**config.mk**
```make
export PLATFORM = sky130hd
export DESIGN_NAME = rv_stream_source
export DESIGN_NICKNAME = d
export VERILOG_FILES = /design/src/rtl/rv_stream_source.sv
export SDC_FILE = /design/constraint.sdc
export NUM_CORES = 1
export LEC_CHECK = 0
export BUFFER_PORTS_ARGS = -buffer_cell sky130_fd_sc_hd__buf_2
export CORE_ASPECT_RATIO = 0.5
export CORE_MARGIN = 2
export CORE_UTILIZATION = 40
export DETAILED_ROUTE_END_ITERATION = 8
export GPL_TIMING_DRIVEN = 0
export MAX_ROUTING_LAYER = met4
export PLACE_DENSITY = 0.58
export SYNTH_ARGS = -nofsm -noshare
export SYNTH_HDL_FRONTEND = slang
export SYNTH_SLANG_ARGS = --single-unit
```
**constraint.sdc**
```tcl
create_clock -name clk -period 5.1 [get_ports clk]
set_clock_uncertainty 0.15 [all_clocks]
set_input_delay 1.53 -clock clk [delete_from_list [all_inputs] [get_ports clk]]
set_output_delay 1.53 -clock clk [all_outputs]
set_load 0.05 [all_outputs]
```
**src/rtl/rv_stream_source.sv**
```systemverilog
// Purpose: ready/valid packet generator; each start emits len beats carrying seed+i, with optional idle gaps.
// Latency: first beat is valid one cycle after start; done pulses one cycle after the final accept.
// Backpressure: down_valid and down_data are held while down_ready is low; valid is dropped only by reset.
module rv_stream_source #(
    parameter int DATA_W = 8,
    parameter int LEN_W  = 8,
    parameter int GAP_W  = 4
) (
    input  logic              clk,
    input  logic              rst_n,
    input  logic              start,
    input  logic [LEN_W-1:0]  len,
    input  logic [DATA_W-1:0] seed,
    input  logic [GAP_W-1:0]  gap,
    output logic [DATA_W-1:0] down_data,
    output logic              down_valid,
    input  logic              down_ready,
    output logic              busy,
    output logic              done,
    output logic [LEN_W-1:0]  beat_cnt
);

    typedef enum logic [1:0] {
        ST_IDLE = 2'd0,
        ST_SEND = 2'd1,
        ST_GAP  = 2'd2,
        ST_FIN  = 2'd3
    } state_t;

    state_t            state_q;
    state_t            state_d;
    logic [LEN_W-1:0]  len_q;
    logic [GAP_W-1:0]  gap_q;
    logic [GAP_W-1:0]  gap_cnt_q;
    logic              start_acc;
    logic              accept;
    logic              last_beat;

    // start is only honoured in IDLE; ready is only meaningful while presenting a beat
    assign start_acc = (state_q == ST_IDLE) && start;
    assign accept    = (state_q == ST_SEND) && down_ready;
    // beat_cnt doubles as the index of the beat currently on the bus
    assign last_beat = (beat_cnt == (len_q - LEN_W'(1)));

    // State register plus registered status outputs decoded from the next state
    always_ff @(posedge clk or negedge rst_n) begin
        if (!rst_n) begin
            state_q    <= ST_IDLE;
            down_valid <= 1'b0;
            busy       <= 1'b0;
            done       <= 1'b0;
        end else begin
            state_q    <= state_d;
            down_valid <= (state_d == ST_SEND);
            busy       <= (state_d != ST_IDLE);
            done       <= (state_d == ST_FIN);
        end
    end

    // Next-state logic
    always_comb begin
        state_d = state_q;
        case (state_q)
            ST_IDLE: begin
                if (start) begin
                    state_d = (len == '0) ? ST_FIN : ST_SEND;
                end
            end
            ST_SEND: begin
                if (accept) begin
                    if (last_beat) begin
                        state_d = ST_FIN;
                    end else if (gap_q != '0) begin
                        state_d = ST_GAP;
                    end
                end
            end
            ST_GAP: begin
                // counter was loaded with gap_q on the accept; leave on its final idle cycle
                if (gap_cnt_q <= GAP_W'(1)) begin
                    state_d = ST_SEND;
                end
            end
            ST_FIN: begin
                state_d = ST_IDLE;
            end
            default: begin
                state_d = ST_IDLE;
            end
        endcase
    end

    // Command latch, beat counter, data pattern and gap countdown
    always_ff @(posedge clk or negedge rst_n) begin
        if (!rst_n) begin
            len_q     <= '0;
            gap_q     <= '0;
            gap_cnt_q <= '0;
            down_data <= '0;
            beat_cnt  <= '0;
        end else begin
            if (start_acc) begin
                len_q     <= len;
                gap_q     <= gap;
                down_data <= seed;
                beat_cnt  <= '0;
            end else if (accept) begin
                // data advances with the index, wrapping modulo 2^DATA_W
                beat_cnt  <= beat_cnt + LEN_W'(1);
                down_data <= down_data + DATA_W'(1);
                gap_cnt_q <= gap_q;
            end else if (state_q == ST_GAP) begin
                gap_cnt_q <= gap_cnt_q - GAP_W'(1);
            end
        end
    end

endmodule

```
==> run metrics <==
crit path time final=around 2.8 ns; antenna cells=0; root buf cell=clkbuf_8; Gate power share=approximately 53%; global route overflow=0; worst endpoint required time=around 5.2 ns; nets=a little over 300; final wirelength=5.04 mm; power per cell area=637 nW/um2; Internal=about 0.80 mW; 1st-iter DRT viols=93; synth warn=0; leak pwr=roughly 1.2 nW; DRT Pass-1 Iters=4; via density per instance=roughly 5.3; layout cells sized above 1=around 22%; synthesized instance count=between 200 and 250; VDD IR max=between 200 and 250 uV; Post-synth ARST share=100%; # setup viols final=0; Avg WL per Cell=14.4 um; CTS tree=built; Die Area=5840 um2; Unique masters post-synth=49; CP Launch Point=start; critical path type=in -> reg; Post-CTS Setup Bufs=0; gp weighted congestion=~0.84; period utilization=a little over half; DRC violations left=0; max-slew violation count=0; first-pass GRT wire length=between 8 and 9 mm; Setup Total Neg Slack=0 ns; status=finished clean; post-DP HPWL=3.74 mm; clock tree buffer depth=2; PortBufs=between 40 and 50; TritonCTS Buffers=5; worst min-delay path category=reg -> reg; Die X=106 um; initial core utilization=41.9%; Die Height=between 50 and 60 um; H-tree Lvls=2; largest net degree at the start of global routing=38; top achievable clock speed=about 360 MHz; Yosys top cell area share=~44%; cts hold-fix bufs=0; element type at the critical path start=input port; GRT Util Overall=about a fifth; Sw Pwr=0.771 mW; Seq/Total Area, Yosys=~44%; Clk pin slew, worst setup/hold paths=~0.080 ns; Area Growth Syn to Fin=18.6%; CTS-repair resized insts=0; Final Power=about 1.6 mW; post-synth net total=around 260; via count=1844; Skew-Pair Late Insertion Delay=0.28 ns; synth top area cells=dfrtp_1 (44%), nand2_1 (9.2%), xnor2_1 (3.8%), nor2_1 (3.6%), o21ai_0 (3.1%); Tightest Pin Transition=~0.84 ns; number of nets with antenna violations after routing=0; core footprint=around 5000 um2; Mean Syn Cell Area=between 9 and 10 um2; Hold Startpoint=gap_q[0]$_DFFE_PN0P_; # rows=18; Synth Register Bits=37; Final Hold Vio Count=0; mapped cell area=around 2100 um2; unrepaired setup endpoints after global routing=false; Post-synth EDFFs=0; max cap viols=0; Yosys top cell by area=dfrtp_1; vias in the first global route=1761; initial antenna violation count=0; Worst setup EP type=register; slew margin rel.=44.2%; # IOs=43; CTS Sinks=37; switching share of power=49.0%; Sequential Power Share=33.8%; CP arrival=2.86 ns; Worst Path Max Fanout=10; Most used DFF post-synth=dfrtp_1; R2R Path Start=len_q[2]$_DFFE_PN0P_; clock power share=a little over an eighth
## through the flow
stage / hold WS, ns / instance area [um2] / std cells / util, % / worst slack (ns)
after global placement: 0.331 / 2380 / 342 / 47.9 / 2.07
after global routing: 0.412 / 2470 / 349 / 49.7 / 2.21
after CTS: 0.368 / 2470 / 349 / 49.7 / 2.35
after detailed placement: 0.349 / 2380 / 342 / 47.9 / 2.05
final: 0.371 / 2470 / 349 / 49.7 / 2.31
after floorplan: 0.304 / 2080 / 230 / - / 2.48
## cell usage in the layout (no fill, tap or decap), types with 7 or more instances in the layout
master	instances
inv_1	7
nand3_1	7
xor2_1	7
o21ai_0	13
nor2_1	20
dfrtp_1	37
xnor2_1	9
a21oi_1	7
nand2_1	51
buf_2	43
clkbuf_1	8
## cell families after synthesis
group,count (synthesis),synth area share (%)
and+or+nand+nor,101,21.9
AOI/OAI and AO/OA,53,20.0
DFF,37,44.4
xor gates and xnor gates,17,7.50
buffers and inverters,17,3.12
adders and majority gates,5,3.00
## area by class of cell
type / count / area, um2
Timing Repair Buffer: 42 / 210
Sequential cell: 37 / 926
Fill cell: 486 / 2500
Multi-Input combinational cell: 176 / 1090
Tap cell: 70 / 87.6
Buffer: 10 / 38.8
Inverter: 7 / 26.3
Clock buffer: 6 / 82.6
Clock inverter: 1 / 7.51
## worst max-delay path, cell delays in order
cell and delay [ns]:
buf_2 0.10, and2_1 0.14, clkbuf_1 0.38, clkbuf_1 0.49, nand2_1 0.14, nand2_1 0.08
## worst paths after layout
| check | end | slack, ns | cells past startpoint |
|---|---|---|---|
| worst min register to register | gap_q[0]$_DFFE_PN0P_ | 0.37 | 2 |
| worst max register to register | busy$_DFF_PN0_ | 2.48 | 5 |
| worst max-delay path | len_q[7]$_DFFE_PN0P_ | 2.31 | 6 |
| max in group asynchronous | down_data[2]$_DFFE_PN0P_ | 3.07 | 1 |
| worst min-delay path | gap_q[0]$_DFFE_PN0P_ | 0.37 | 2 |
| min in group asynchronous | gap_q[0]$_DFFE_PN0P_ | 1.20 | 1 |
## sequential cells by signal, summed over array words and instances, names as in the netlist
register,count
beat_cnt,8
done,1
down_data,8
gap_q,4
state_q,2
down_valid,1
gap_cnt_q,4
len_q,8
busy,1
## power groups by stage
| stage | registers, mW | clock network, mW | logic (mW) |
|---|---|---|---|
| 2_1_floorplan | 0.678 | 0 | 0.483 |
| 3_3_place_gp | 0.533 | 0 | 0.811 |
| 3_5_place_dp | 0.535 | 0 | 0.832 |
| 4_1_cts | 0.531 | 0.219 | 0.835 |
| 5_1_grt | 0.551 | 0.233 | 0.919 |
| 6_report | 0.532 | 0.211 | 0.832 |
## layer usage
layer	share of wire, %	routed length, um	vias to the layer above	global-route usage [%]
met5	0	0	-	-
met4	2.0	100	0	6.14
met3	5.0	251	11	4.22
met2	45	2270	49	31.6
met1	48	2410	872	24.7
li1	-	-	912	-
## Yosys cell counts (all sizes together), types with 3 or more instances
| library cell | instances |
|---|---|
| or4 | 4 |
| nor2 | 20 |
| dfrtp | 37 |
| xnor2 | 10 |
| nand3 | 7 |
| nand2 | 51 |
| o211ai | 3 |
| inv | 7 |
| nand4 | 3 |
| o21a | 3 |
| a21oi | 7 |
| a211oi | 3 |
| clkbuf | 8 |
| ha | 5 |
| nor3 | 5 |
| o21ai | 15 |
| xor2 | 7 |
| a221o | 3 |
(Power assumes the default switching activity.)
